`config.mk`:
```
export PLATFORM = sky130hd
export DESIGN_NAME = ship_key_tracker
export DESIGN_NICKNAME = d
export VERILOG_FILES = /design/src/rtl/ship_key_tracker.sv
export SDC_FILE = /design/constraint.sdc
export NUM_CORES = 1
export LEC_CHECK = 0
export BUFFER_PORTS_ARGS = -buffer_cell sky130_fd_sc_hd__buf_2
export CAP_MARGIN = 25
export CORE_MARGIN = 2
export CORE_UTILIZATION = 50
export DETAILED_ROUTE_END_ITERATION = 6
export GPL_TIMING_DRIVEN = 0
export PLACE_DENSITY_LB_ADDON = 0.12
export REMOVE_ABC_BUFFERS = 1
export SETUP_SLACK_MARGIN = 0.2
export SLEW_MARGIN = 20
export SYNTH_ARGS = -nofsm -noshare
export SYNTH_HDL_FRONTEND = slang
export SYNTH_SLANG_ARGS = --single-unit
```
`constraint.sdc`:
```
create_clock -name clk -period 4.9 [get_ports clk]
set_input_delay 0.245 -clock clk [delete_from_list [all_inputs] [get_ports clk]]
set_output_delay 0.245 -clock clk [all_outputs]
set_load 0.01 [all_outputs]
```
`src/rtl/ship_key_tracker.sv`:
```
// PS/2 ship-key tracker: held-key mask, prioritised ship_control code, rate-limited fire pulse.
// Optional ARROW_KEYS_EN maps E0-prefixed arrow keys onto the movement bits.
module ship_key_tracker #(
    parameter int unsigned FIRE_COOLDOWN = 5000000,
    parameter int unsigned SEQ_TIMEOUT   = 250000
) (
    input  logic       clk,
    input  logic       rst_n,
    input  logic       code_valid,
    input  logic [7:0] code,
    output logic [4:0] held,
    output logic [3:0] ship_control,
    output logic       fire_pulse,
    output logic       seq_error
);

    localparam int unsigned CD_W = (FIRE_COOLDOWN > 2) ? $clog2(FIRE_COOLDOWN) : 1;
    localparam int unsigned TO_W = (SEQ_TIMEOUT > 2) ? $clog2(SEQ_TIMEOUT) : 1;
    localparam logic [7:0]  BRK_CODE = 8'hF0;
    localparam logic [7:0]  EXT_CODE = 8'hE0;

    typedef enum logic [1:0] {IDLE, BRK, EXT, EXT_BRK} state_t;

    state_t            state;
    state_t            state_n;
    logic [4:0]        base_q;
    logic [4:0]        base_n;
    logic [4:0]        held_n;
    logic [3:0]        ctrl_n;
    logic              fire_c;
    logic              timeout_c;
    logic [CD_W-1:0]   cd_cnt;
    logic [CD_W-1:0]   cd_n;
    logic [TO_W-1:0]   to_cnt;
    logic [TO_W-1:0]   to_n;

    function automatic logic [4:0] base_mask(input logic [7:0] c);
        case (c)
            8'h1C:   base_mask = 5'b00001;
            8'h23:   base_mask = 5'b00010;
            8'h1B:   base_mask = 5'b00100;
            8'h1D:   base_mask = 5'b01000;
            8'h29:   base_mask = 5'b10000;
            default: base_mask = 5'b00000;
        endcase
    endfunction

    function automatic logic [3:0] ctrl_of(input logic [4:0] h);
        if (h[3])      ctrl_of = 4'd4;
        else if (h[0]) ctrl_of = 4'd1;
        else if (h[1]) ctrl_of = 4'd2;
        else if (h[2]) ctrl_of = 4'd3;
        else           ctrl_of = 4'd5;
    endfunction

`ifdef ARROW_KEYS_EN
    logic [3:0] ext_q;
    logic [3:0] ext_n;

    function automatic logic [3:0] ext_mask(input logic [7:0] c);
        case (c)
            8'h6B:   ext_mask = 4'b0001;
            8'h74:   ext_mask = 4'b0010;
            8'h72:   ext_mask = 4'b0100;
            8'h75:   ext_mask = 4'b1000;
            default: ext_mask = 4'b0000;
        endcase
    endfunction
`endif

    // Counter reaches SEQ_TIMEOUT-1 on this edge with no byte arriving
    assign timeout_c = (state != IDLE) && !code_valid && (to_cnt == TO_W'(SEQ_TIMEOUT - 2));

    always_ff @(posedge clk or negedge rst_n) begin
        if (!rst_n) state <= IDLE;
        else        state <= state_n;
    end

    always_comb begin
        state_n = state;
        if (code_valid) begin
            case (state)
                IDLE: begin
                    if (code == BRK_CODE)      state_n = BRK;
                    else if (code == EXT_CODE) state_n = EXT;
                end
                EXT:     state_n = (code == BRK_CODE) ? EXT_BRK : IDLE;
                default: state_n = IDLE;
            endcase
        end else if (timeout_c) begin
            state_n = IDLE;
        end
    end

    always_comb begin
        base_n = base_q;
`ifdef ARROW_KEYS_EN
        ext_n  = ext_q;
`endif
        if (code_valid) begin
            case (state)
                IDLE:    base_n = base_q | base_mask(code);
                BRK:     base_n = base_q & ~base_mask(code);
`ifdef ARROW_KEYS_EN
                EXT:     if (code != BRK_CODE) ext_n = ext_q | ext_mask(code);
                EXT_BRK: ext_n = ext_q & ~ext_mask(code);
`endif
                default: ;
            endcase
        end
`ifdef ARROW_KEYS_EN
        held_n = base_n | {1'b0, ext_n};
`else
        held_n = base_n;
`endif
        ctrl_n = ctrl_of(held_n);
        // Release in the same cycle as cooldown expiry suppresses the pulse
        fire_c = held_n[4] && (cd_cnt == '0);
        if (fire_c)            cd_n = CD_W'(FIRE_COOLDOWN - 1);
        else if (cd_cnt != '0) cd_n = cd_cnt - CD_W'(1);
        else                   cd_n = cd_cnt;
        if ((state == IDLE) || code_valid || timeout_c) to_n = '0;
        else                                            to_n = to_cnt + TO_W'(1);
    end

    always_ff @(posedge clk or negedge rst_n) begin
        if (!rst_n) begin
            base_q       <= '0;
            held         <= '0;
            ship_control <= 4'd5;
            fire_pulse   <= 1'b0;
            seq_error    <= 1'b0;
            cd_cnt       <= '0;
            to_cnt       <= '0;
        end else begin
            base_q       <= base_n;
            held         <= held_n;
            ship_control <= ctrl_n;
            fire_pulse   <= fire_c;
            seq_error    <= timeout_c;
            cd_cnt       <= cd_n;
            to_cnt       <= to_n;
        end
    end

`ifdef ARROW_KEYS_EN
    always_ff @(posedge clk or negedge rst_n) begin
        if (!rst_n) ext_q <= '0;
        else        ext_q <= ext_n;
    end
`endif

endmodule

```
* Yosys cells after proc, flatten, opt, wreduce, memory -nomap -nowiden
Cells that the tools add are included.
** Cells by class
- Add/subtract/negate cells :: 2
- Multipliers :: 0
- Div/mod/pow operators :: 0
- Order comparisons :: 0
- Equal/unequal tests :: 11
- Shift operators :: 0
- Muxes and demuxes :: 20
- Bitwise operators :: 3
- Reduce and logical (&&, ||, !) cells :: 13
** Operators with widths (number)
- 2-to-1 mux 23 bit :: 2
- 2-to-1 mux 5 bit :: 5
- one-hot mux 5 bit (5 select lines) :: 1
- equality test 8 x 5 -> 1 bit, second input constant :: 3
- zero test 23 bit :: 1
- nonzero test 23 bit :: 1
- subtractor 23 x 1 -> 23 bit, second input constant :: 1
- adder 18 x 1 -> 18 bit, second input constant :: 1
- equality test 18 bit, second input constant :: 1
- 2-to-1 mux 18 bit :: 1
- equality test 8 x 6 -> 1 bit, second input constant :: 2
- equality test 8 bit, second input constant :: 2
- 2-to-1 mux 3 bit :: 4
- 2-to-1 mux 2 bit :: 5
- one-hot mux 5 bit (2 select lines) :: 1
- nonzero test 2 bit :: 3
- bitwise AND 5 bit :: 1
- NOT 5 bit :: 1
- OR 5 bit :: 1
- inequality test 4 bit, second input constant :: 1
- one-hot mux 2 bit (2 select lines) :: 1
- logical AND 1 bit :: 3
- equality test 2 x 1 -> 1 bit, second input constant :: 1
- equality test 2 bit, second input constant :: 1
- other kinds (4) :: 5
** Word-level totals
- Register bits after elaboration :: 54
- Bits in latches :: 0
- Bits in writable memories :: 0
- Bits in read-only memories :: 0
- Input port bits :: 11
- Output and inout port bits :: 11
- Word-level logic and storage cells :: 56
- Memories kept :: 0

* Depth between registers and ports, before layout
Gate-level depths: netlist of run 1.
- Depth in word-level cells :: 12
- Depth in mapped cells :: 8
- Depth with buffers taken out :: 7

* Worst setup path before layout of run 1
OpenSTA, ideal clock, no wires.
- Path kind :: reg2reg
- Start point :: register cd_cnt[18]
- End point :: register cd_cnt[1]
- Setup time :: 0.133 ns
- Arrival :: 1.883 ns
- Required time :: 4.767 ns
- Path slack :: 2.884 ns
- Stages on the path, launching flop included :: 7
- Buffers on the path :: 1
- Period minus slack after synthesis :: 2.016 ns
- Cell sequence :: dfrtp_1 > nor4_1 > or2b_1 > or4_1 > buf_2 > nor2_4 > a22oi_1
** Between the ends
- Cells in the longest elaborated chain, start to end :: 3
- Elaborated cells between the ends (all ways) :: 5
- Those cells by class :: mux (1); reduce/logical (4)
** Ends and longest elaborated chain
- start, declared :: line 32 : logic [CD_W-1:0] cd_cnt;
- start signal, assigned :: line 141 : cd_cnt <= cd_n;
- zero test 23 bit :: line 118 : fire_c = held_n[4] && (cd_cnt == '0);
- logical AND 1 bit :: line 118
- 2-to-1 mux 23 bit / nonzero test 2 bit (equally long branches)
Several ways; a longest one is shown, not always the timed one.
A chain may end at the register's enable or synchronous reset.

* Worst setup path after layout of run 1
- Start point :: register cd_cnt[9]
- End point :: register cd_cnt[1]
Same word-level chain as after synthesis.

==> summary.md, run 1 <==
| Metric | Value |
|---|---|
| Status | `finished, final reports clean` |
| Normalized max-slew margin | `between 50% and 60%` |
| Largest net degree at the start of global routing | `54` |
| Kind of critical path | `register to register` |
| Die Area | `5730 sq um` |
| Fin crit period | `2.413 ns` |
| Ports | `22` |
| Gate Count Post-Synth | `248` |
| Most common cell in the netlist | `dfrtp_1` |
| FF+latch count, synth | `53` |
| Port buffer count | `20` |
| Final WS setup | `about 2.5 ns` |
| Critical Path RT | `5.08 ns` |
| Hold Path Depth | `2` |
| Routed vias | `1822` |
| Initial antenna violation count | `0` |
| Setup-failing EPs final | `0` |
| H-Tree Level Count | `2` |
| Antenna Nets Post-Route | `0` |
| Clk pwr share | `approximately 36%` |
| Total net switching power | `about 0.00015 W` |
| Drt pass-1 iters | `4` |
| Clock buffer count from CTS | `5` |
| Nets | `287` |
| Crit path launch type | `register` |
| Hold Path Sink | `seq_error` |
| GPL Wtd Cong | `approximately 0.78` |
| CTS Buffer Depth | `2` |
| Site Rows | `26` |
| Yosys top cell area share | `roughly half` |
| Syn Area/Cell | `10.36 sq um` |
| Arrival @ worst endpoint | `2.59 ns` |
| CP Cell Sequence | `nor4_1 -> nand2b_1 -> or4_1 -> nor2_4 -> a22oi_1` |
| First-pass GRT wire length | `7486 um` |
| Initial Utilization | `50.97%` |
| Main synth FF type | `dfrtp_1` |
| Root buf cell | `clkbuf_8` |
| Post-synth EDFFs | `0` |
| Clock skew | `0.007297 ns` |
| Clk pin slew, worst setup/hold paths | `0.09 ns` |
| Top Family by Delay on Critical Path | `simple AND/OR/NAND/NOR gates` |
| Hold_sp | `code_valid` |
| Final TNS setup | `0 ns` |
| Ant. Diodes | `0` |
| Maximum clock frequency | `slightly above 400 MHz` |
| CP Depth | `5` |
| Fin. max-slew vios | `0` |
| Die height | `about 76 um` |
| Critical-path top delay cell | `or4_1` |
| Hold slack final | `0.1740 ns` |
| Reg-to-reg slack, setup | `2.49 ns` |
| CP Max Fanout | `8` |
| CTS tree | `yes` |
| Gate power share | `3.7%` |
| Seq pwr share | `60.2%` |
| PD cells | `256.3 nW/um^2` |
| Total GRT Usage | `roughly 17%` |
| Area contributors post-synth | `dfrtp_1, xor2_1, nor2_1` |
| VDD IR max | `between 0.15 and 0.2 mV` |
| Overall power | `0.0007317 W` |
| Cell Area, Synth | `2570 sq um` |
| Biggest cell delay along the critical path | `around 0.77 ns` |
| Final wirelength | `4548 um` |
| Period utilization | `49.24%` |
| Number of gates resized after CTS | `0` |
| DRC Markers | `0` |
| Number of global-route vias before repair | `1686` |
| GRT overflow | `0` |
| Fraction of layout cells with a size suffix above 1 | `13.87%` |
| Worst-Skew Late Latency | `0.30 ns` |
| Worst hold-check path type | `primary input to register` |
| Final hold violations | `0` |
| WL/cell | `13.22 um` |
| Critical Path End Type | `register` |
| Sw frac | `21.16%` |
| Slew at the pin closest to its max-slew limit | `0.6951 ns` |
| Max-cap violations | `0` |
| CTS Sinks | `53` |
| Synthesis-to-finish area growth | `11.10%` |
| Starting DRT DRC Count | `83` |
| RR Startpoint | `cd_cnt[9]` |
| Via density | `5.297` |
| RSZ-0062 raised after global routing | `no` |
| Int Pwr | `0.0005769 W` |
| Unique masters post-synth | `49` |
| Sequential share of the synthesized area | `51.70%` |
| Buf/Inv on CP | `0` |
| Leak | `about 1.2 nW` |
| Area of the core | `5042 sq um` |
| Dpl ws | `2.535 ns` |
| Width of the die | `roughly 76 um` |
| FFs w/ async S/R, synth | `100.0%` |
| Yosys Warn Count | `0` |
| Hpwl dp | `3221 um` |
| Worst R2R End | `cd_cnt[1]` |
| Cell taking the most area after synthesis | `dfrtp_1` |
| Top post-synthesis cells by count | `dfrtp_1, nor2_1, xor2_1` |
| R2R cell count | `5` |
## routing by layer
layer	wire, um	global-route usage [%]	vias up
li1	-	-	933
met1	2273	22.74	872
met2	2143	28.21	10
met3	73	3.968	7
met4	58	4.678	0
met5	0	0	-
## worst max path at each step
stage                     from         to
floorplan           cd_cnt[18]  cd_cnt[1]
global placement     cd_cnt[9]  cd_cnt[3]
detailed placement   cd_cnt[9]  cd_cnt[1]
CTS                  cd_cnt[9]  cd_cnt[1]
global route         cd_cnt[9]  cd_cnt[3]
finish               cd_cnt[9]  cd_cnt[1]
## sequential cells by signal (all words and copies together), names as in the netlist
register      count
cd_cnt           23
ship_control      3
state             2
base_q            5
to_cnt           18
fire_pulse        1
seq_error         1
## cells by family after synthesis
| logic type | Yosys count | share of synthesized area (%) |
|---|---|---|
| adders and majority gates | 3 | 1.461 |
| DFF | 53 | 51.70 |
| other | 1 | 0.1459 |
| xor gates and xnor gates | 27 | 9.202 |
| and+or+nand+nor | 121 | 26.48 |
| muxes | 7 | 2.872 |
| buffers and inverters | 13 | 2.093 |
| AOI/OAI and AO/OA | 23 | 6.037 |
## final cells by class
class / count / area (sq um)
Clock buffer: 7 / 96.34
Clock inverter: 1 / 5.005
Fill cell: 438 / 2187
Inverter: 10 / 37.54
Multi-Input combinational cell: 182 / 1187
Sequential cell: 53 / 1329
Tap cell: 70 / 87.58
Timing Repair Buffer: 21 / 112.6
## placed cells by master (no fill, tap or decap), types with 2 or more instances in the layout
cell type,n
or4_1,3
nand2_1,10
a21o_1,2
nand2b_1,3
and3_1,5
nand4_1,7
a22o_1,2
nand3b_1,2
dfrtp_1,51
nand4b_1,4
nor4_1,8
nor4b_1,2
nor2_1,37
clkbuf_8,7
o21ai_0,2
a211oi_1,3
ha_1,3
o31ai_1,2
a21oi_1,5
nand3_1,11
xnor2_1,7
mux2i_1,4
o21bai_1,2
buf_2,19
xor2_1,20
inv_1,10
nor3_1,9
nor4bb_1,4
dfstp_2,2
or3_1,4
nor2b_1,2
mux2_2,3
## what timing repair did
action | 4_1_cts | 5_1_grt
buffers inserted | 0 | 0
hold buffers | 1 | 0
endpoints found under the hold margin | 48 | 0
endpoints found under the setup margin | 0 | 0
## stage by stage
step	util (%)	instance area [sq um]	std cells
4_1_cts	56.63	2855	344
3_3_place_gp	54.37	2741	335
3_5_place_dp	54.42	2744	335
6_report	56.63	2855	344
2_1_floorplan	-	2554	245
5_1_grt	56.63	2855	344
## worst reg2reg max path: stages, from the launching register on
cell and delay [ns]:
dfrtp_1 0.44, nor4_1 0.46, nand2b_1 0.26, or4_1 0.77, nor2_4 0.27, a22oi_1 0.09
## power by group through the flow
stage          combinational, W  sequential [W]  clock, W
2_1_floorplan        0.00000663        0.000451         0
3_3_place_gp          0.0000265        0.000449         0
3_5_place_dp          0.0000268        0.000450         0
4_1_cts               0.0000275        0.000441  0.000278
5_1_grt               0.0000307        0.000441  0.000296
6_report              0.0000267        0.000441  0.000264
Note: power is estimated with default switching activity, not from simulation.
==> run 2, diff against run 1 <==
clock period = 2.4 ns   (was 4.9 ns; I/O delays follow)
==> run 2 against run 1 <==
  * First-iteration DRC count grew 9.6%
  * Setup slack got worse by 2.2 ns
  * Core utilization increased by 1.7 points
  * Sequential power increased by 100%
  * Sequential share of layout area fell by 1.3 points
  * Cell count increased by 1.2%
  * Clock-buffer cell count stayed put
  * Global-route usage did not move
  * Sequential cell count did not move
  * Maximum frequency rose by 14%
==> summary.md, run 2 (synthesis results as in run 1) <==
| Metric | Value |
|---|---|
| R2R cell count | `4 (-1)` |
| Reg-to-reg slack, setup | `0.28 ns (-2.21 ns)` |
| Critical-path top delay cell | `or4_4` |
| Routed vias | `1858 (+2.0%)` |
| Biggest register | `cd_cnt` |
| Clock buffer count from CTS | `5 (unchanged)` |
| Critical Path RT | `2.63 ns (-2.45 ns)` |
| Antenna Nets Post-Route | `0 (unchanged)` |
| GPL Wtd Cong | `0.7846 (unchanged)` |
| Setup crit start | `cd_cnt[14]` |
| Register area | `1330 sq um (about the same)` |
| Via density | `5.339 (+0.80%)` |
| Kind of critical path | `register to register` |
| PD cells | `509.5 nW/um^2 (+99%)` |
| Drt pass-1 iters | `4 (unchanged)` |
| Final wirelength | `4674 um (+2.8%)` |
| Initial antenna violation count | `0 (unchanged)` |
| Worst-Skew Late Latency | `0.30 ns (about the same)` |
| Slew at the pin closest to its max-slew limit | `0.6515 ns (-0.04361 ns)` |
| Fraction of layout cells with a size suffix above 1 | `18.35% (+4.5 points)` |
| DRC Markers | `0 (unchanged)` |
| Port buffer count | `20 (unchanged)` |
| H-Tree Level Count | `2 (unchanged)` |
| VDD IR max | `0.3619 mV (+110%)` |
| Initial Utilization | `50.97% (unchanged)` |
| Biggest cell delay along the critical path | `0.60 ns (-0.17 ns)` |
| Ports | `22 (unchanged)` |
| Starting DRT DRC Count | `91 (+9.6%)` |
| Total GRT Usage | `17.09% (unchanged)` |
| RSZ-0062 raised after global routing | `no` |
| Number of global-route vias before repair | `1694 (+0.47%)` |
| Hold Path Sink | `seq_error` |
| Final TNS setup | `0 ns (unchanged)` |
| CP Max Fanout | `5 (-3)` |
| WL/cell | `13.43 um (+1.6%)` |
| Largest net degree at the start of global routing | `54 (unchanged)` |
| Arrival @ worst endpoint | `2.35 ns (-0.24 ns)` |
| CTS tree | `yes` |
| Multi-input gate area | `1242 sq um (+4.6%)` |
| Hold_sp | `code_valid` |
| Largest register FFs | `23 (unchanged)` |
| Die height | `75.70 um (unchanged)` |
| Fin crit period | `2.118 ns (-0.2949 ns)` |
| Clock skew | `0.005109 ns (-0.002188 ns)` |
| Worst R2R End | `cd_cnt[19]` |
| Normalized max-slew margin | `56.57% (+3.3 points)` |
| Most frequent cells in the layout | `dfrtp_1, nor2_1, xor2_1, buf_2` |
| Overall power | `0.001499 W (+100%)` |
| Area of the core | `5042 sq um (unchanged)` |
| Synthesis-to-finish area growth | `14.46%` |
| GRT overflow | `0 (unchanged)` |
| CTS Sinks | `53 (unchanged)` |
| Fin. max-slew vios | `0 (unchanged)` |
| Max-cap violations | `0 (unchanged)` |
| Period utilization | `88.25% (+39 points)` |
| Status | `finished, final reports clean` |
| Nets | `291 (+1.4%)` |
| Setup-failing EPs final | `0 (unchanged)` |
| Util after Layout | `58.34% (+1.7 points)` |
| Most common cell after layout, fill and taps aside | `dfrtp_1` |
| Die Area | `5730 sq um (unchanged)` |
| CP Cell Sequence | `or4_4 -> or3b_4 -> or4_1 -> a31oi_1` |
| Root buf cell | `clkbuf_8` |
| Final hold violations | `0 (unchanged)` |
| Width of the die | `75.70 um (unchanged)` |
| Clk pin slew, worst setup/hold paths | `0.09 ns (about the same)` |
| Ant. Diodes | `0 (unchanged)` |
| Maximum clock frequency | `472.2 MHz (+14%)` |
| Site Rows | `26 (unchanged)` |
| Worst hold-check path type | `primary input to register` |
| CTS Buffer Depth | `2 (unchanged)` |
| Top Registers | `cd_cnt: 23 flops, to_cnt: 18 flops, base_q: 5 flops` |
| FILL cells | `431 (-1.6%)` |
| First-pass GRT wire length | `7486 um (unchanged)` |
| Crit path launch type | `register` |
| Leak | `1.277 nW (+3.4%)` |
| Hold Path Depth | `2 (unchanged)` |
| RR Startpoint | `cd_cnt[14]` |
| Hpwl dp | `3221 um (unchanged)` |
| Critical Path End Type | `register` |
==> run 2: changes by cell type in the layout (fill, tap and decap cells not counted), moves of 2 or more <==
cell,before,now
buf_4,1,5
nor3_1,9,7
nor3_2,0,2
nor4_1,8,6
nor4_4,0,2
==> run 2: through the flow <==
step | hold slack, ns | cells | cell area (sq um) | worst slack, ns
after floorplan | -0.1756 | 245 | 2554 | 0.3478
after CTS | 0.04212 | 346 | 2898 | 0.2106
after global routing | 0.05263 | 348 | 2942 | 0.1793
after detailed placement | 0.1993 | 335 | 2744 | 0.03452
final | 0.04642 | 348 | 2942 | 0.2821
after global placement | 0.3640 | 335 | 2741 | -0.01114
==> run 2: how the worst max path moves through the flow <==
stage | to
floorplan | cd_cnt[1]
global placement | cd_cnt[3]
detailed placement | cd_cnt[1]
CTS | cd_cnt[3]
global route | cd_cnt[3]
finish | cd_cnt[19]
==> run 2: report_power, final <==
group,total [W],switching (W),internal [W]
Sequential,0.000900,0.00000153,0.000899
Combinational,0.0000546,0.0000364,0.0000182
Clock,0.000544,0.000283,0.000261
Total,0.00150,0.000321,0.00118
==> run 2: metal layers <==
layer / routed length [um] / part of all wire [%] / global-route usage [%]
met5: 0 / 0 / 0
met4: 58 / 1.2 / 4.678
met3: 79 / 1.7 / 3.968
met2: 2254 / 48 / 28.31
met1: 2282 / 49 / 22.66
==> run 2: cell type report <==
class,count,area share [%]
flip-flops and latches,53,45.21
multi-input cells,182,42.24
repair buffers,25,4.849
clock buffers,7,3.275
well taps,70,2.977
inverters,10,1.276
clock inverters,1,0.1701
==> run 2: critical path, delay by kind of cell, from the launching register on <==
family,cells,cell delay [ns]
AOI/OAI and AO/OA,1,0.17
DFF,1,0.43
and+or+nand+nor,3,1.46
==> run 2: timing repair <==
| item | CTS | global route |
|---|---|---|
| hold buffers | 1 | 0 |
| hold endpoints to repair | 51 | 0 |
| setup endpoints to repair | 13 | 12 |
| buffers inserted | 2 | 2 |
| resized for setup | 5 | 6 |
| pin swaps | 0 | 3 |
==> run 3, diff against run 2 <==
BUFFER_PORTS_ARGS = unset   (was -buffer_cell sky130_fd_sc_hd__buf_2)
DONT_BUFFER_PORTS = 1   (was unset)
GPL_TIMING_DRIVEN = unset   (was 0)
==> run 3 against run 2 <==
  * Sequential power is essentially flat
  * Critical path type unchanged
  * Sequential cell count is the same
  * Setup slack gained 0.026 ns
  * Clock-buffer cell count shrank 1
  * Worst hold slack lost 0.016 ns
  * Global-route usage grew 0.74 points
  * Die area is the same
  * Power shrank 4.6%
==> summary.md, run 3 (synthesis results as in run 1) <==
| Metric | Value |
|---|---|
| Largest net degree at the start of global routing | `54 (unchanged)` |
| Critical-path top delay cell | `or4_4` |
| Hold Path Depth | `2 (unchanged)` |
| PD cells | `500.6 nW/um^2 (-1.7%)` |
| Biggest register | `cd_cnt` |
| Ports | `22 (unchanged)` |
| CTS Buffer Depth | `2 (unchanged)` |
| CP Depth | `4 (unchanged)` |
| First-pass GRT wire length | `7693 um (+2.8%)` |
| CP Cell Sequence | `or4_4 -> or3b_4 -> or4_1 -> a31oi_1` |
| WL/cell | `13.70 um (+2.0%)` |
| Critical Path RT | `2.64 ns (about the same)` |
| Top Family by Delay on Critical Path | `simple AND/OR/NAND/NOR gates` |
| Top Registers | `cd_cnt: 23 flops, to_cnt: 18 flops, base_q: 5 flops` |
| Drt pass-1 iters | `4 (unchanged)` |
| Ant. Diodes | `0 (unchanged)` |
| Fin. max-slew vios | `0 (unchanged)` |
| Worst hold-check path type | `primary input to register` |
| Number of global-route vias before repair | `1707 (+0.77%)` |
| Most frequent cells in the layout | `dfrtp_1, nor2_1, xor2_1, nand3_1` |
| R2R cell count | `4 (unchanged)` |
| Final TNS setup | `0 ns (unchanged)` |
| H-Tree Level Count | `2 (unchanged)` |
| Site Rows | `26 (unchanged)` |
| VDD IR max | `0.3353 mV (-7.3%)` |
| Initial Utilization | `50.97% (unchanged)` |
| Normalized max-slew margin | `66.68% (+10 points)` |
| Clk pin slew, worst setup/hold paths | `0.09 ns (about the same)` |
| Initial antenna violation count | `0 (unchanged)` |
| GPL Wtd Cong | `0.7889 (+0.55%)` |
| Hpwl dp | `3240 um (+0.61%)` |
| RSZ-0062 raised after global routing | `no` |
| GRT overflow | `0 (unchanged)` |
| Maximum clock frequency | `478.1 MHz (+1.3%)` |
| Root buf cell | `clkbuf_8` |
| Final wirelength | `4561 um (-2.4%)` |
| Synthesis-to-finish area growth | `11.15%` |
| Fin crit period | `2.092 ns (-0.02637 ns)` |
| Most common cell after layout, fill and taps aside | `dfrtp_1` |
| Clock buffer count from CTS | `5 (unchanged)` |
| CTS tree | `yes` |
| Biggest cell delay along the critical path | `0.60 ns (about the same)` |
| Max-cap violations | `0 (unchanged)` |
| Clock skew | `0.007366 ns (+0.002257 ns)` |
| Port buffer count | `0 (-100%)` |
| DRC Markers | `0 (unchanged)` |
| Largest register FFs | `23 (unchanged)` |
| Width of the die | `75.70 um (unchanged)` |
| Leak | `1.217 nW (-4.7%)` |
| Placed Cells incl. Taps | `321 (-4.2%)` |
| Critical Path End Type | `register` |
| Buffer count from post-CTS setup fixing | `0 (-2)` |
| Antenna Nets Post-Route | `0 (unchanged)` |
| Final hold violations | `0 (unchanged)` |
| CTS Sinks | `53 (unchanged)` |
| Area of the core | `5042 sq um (unchanged)` |
| CP Max Fanout | `5 (unchanged)` |
| Starting DRT DRC Count | `64 (-30%)` |
| Fraction of layout cells with a size suffix above 1 | `10.65% (-7.7 points)` |
| Final cell count without fillers | `333 (-4.3%)` |
| Period utilization | `87.15% (-1.1 points)` |
| Buf/Inv on CP | `0 (unchanged)` |
| Die Area | `5730 sq um (unchanged)` |
| Die height | `75.70 um (unchanged)` |
| Worst-Skew Late Latency | `0.31 ns (about the same)` |
| Via density | `5.495 (+2.9%)` |
| Status | `finished, final reports clean` |
| Crit path launch type | `register` |
| Slew at the pin closest to its max-slew limit | `0.4952 ns (-0.1563 ns)` |
| Routed vias | `1830 (-1.5%)` |
| Kind of critical path | `register to register` |
| Nets | `276 (-5.2%)` |
| Arrival @ worst endpoint | `2.33 ns (-0.02 ns)` |
| Setup-failing EPs final | `0 (unchanged)` |
| Total GRT Usage | `17.83% (+0.74 points)` |
## run 3: final cells by class
| class | instances | area (sq um) |
|---|---|---|
| flip-flops and latches | 53 | 1329 |
| fillers | 454 | 2186 |
| inverters | 10 | 37.54 |
| clock inverters | 2 | 10.01 |
| well taps | 70 | 87.58 |
| multi-input cells | 182 | 1217 |
| repair buffers | 10 | 102.6 |
| clock buffers | 6 | 72.57 |
## run 3: timing repair
action | in CTS | in global routing
gates resized for setup | 1 | 4
endpoints found under the hold margin | 55 | 0
cloned | 0 | 0
hold buffers | 4 | 0
pin swaps | 0 | 1
setup endpoints to repair | 5 | 13
## run 3: layer usage
metal	routed length, um	track usage, %	vias up
li1	-	-	912
met4	82	6.238	0
met3	117	5.688	8
met1	2169	24.59	887
met5	0	0	-
met2	2191	26.67	23
## run 3: final timing paths
path | slack [ns] | start | end
setup / recovery | 0.31 | cd_cnt[16] | cd_cnt[19]
hold / removal | 0.03 | code[4] | state[1]
setup reg to reg | 0.31 | cd_cnt[16] | cd_cnt[19]
hold reg to reg | 0.49 | cd_cnt[12] | cd_cnt[12]
max in group asynchronous | 1.80 | rst_n | ship_control[0]
min in group asynchronous | 0.31 | rst_n | to_cnt[3]
## run 3: per-stage QoR
step / power (W) / hold slack, ns / cell area [sq um] / utilization, % / setup WS (ns)
final: 0.001430 / 0.02998 / 2856 / 56.65 / 0.3085
after global placement: 0.0009368 / -0.1737 / 2686 / 53.28 / 0.2721
after CTS: 0.001450 / 0.02437 / 2833 / 56.18 / 0.2302
after floorplan: 0.0009340 / -0.1756 / 2554 / - / 0.3478
after global routing: 0.001498 / 0.02065 / 2856 / 56.65 / 0.2099
after detailed placement: 0.0009365 / -0.1736 / 2686 / 53.28 / 0.2181
## run 3: report_power, final
group | switching, W | internal, W | total [W]
logic | 0.0000245 | 0.0000163 | 0.0000408
clock network | 0.000283 | 0.000203 | 0.000486
registers | 0.00000438 | 0.000899 | 0.000903
total | 0.000312 | 0.00112 | 0.00143
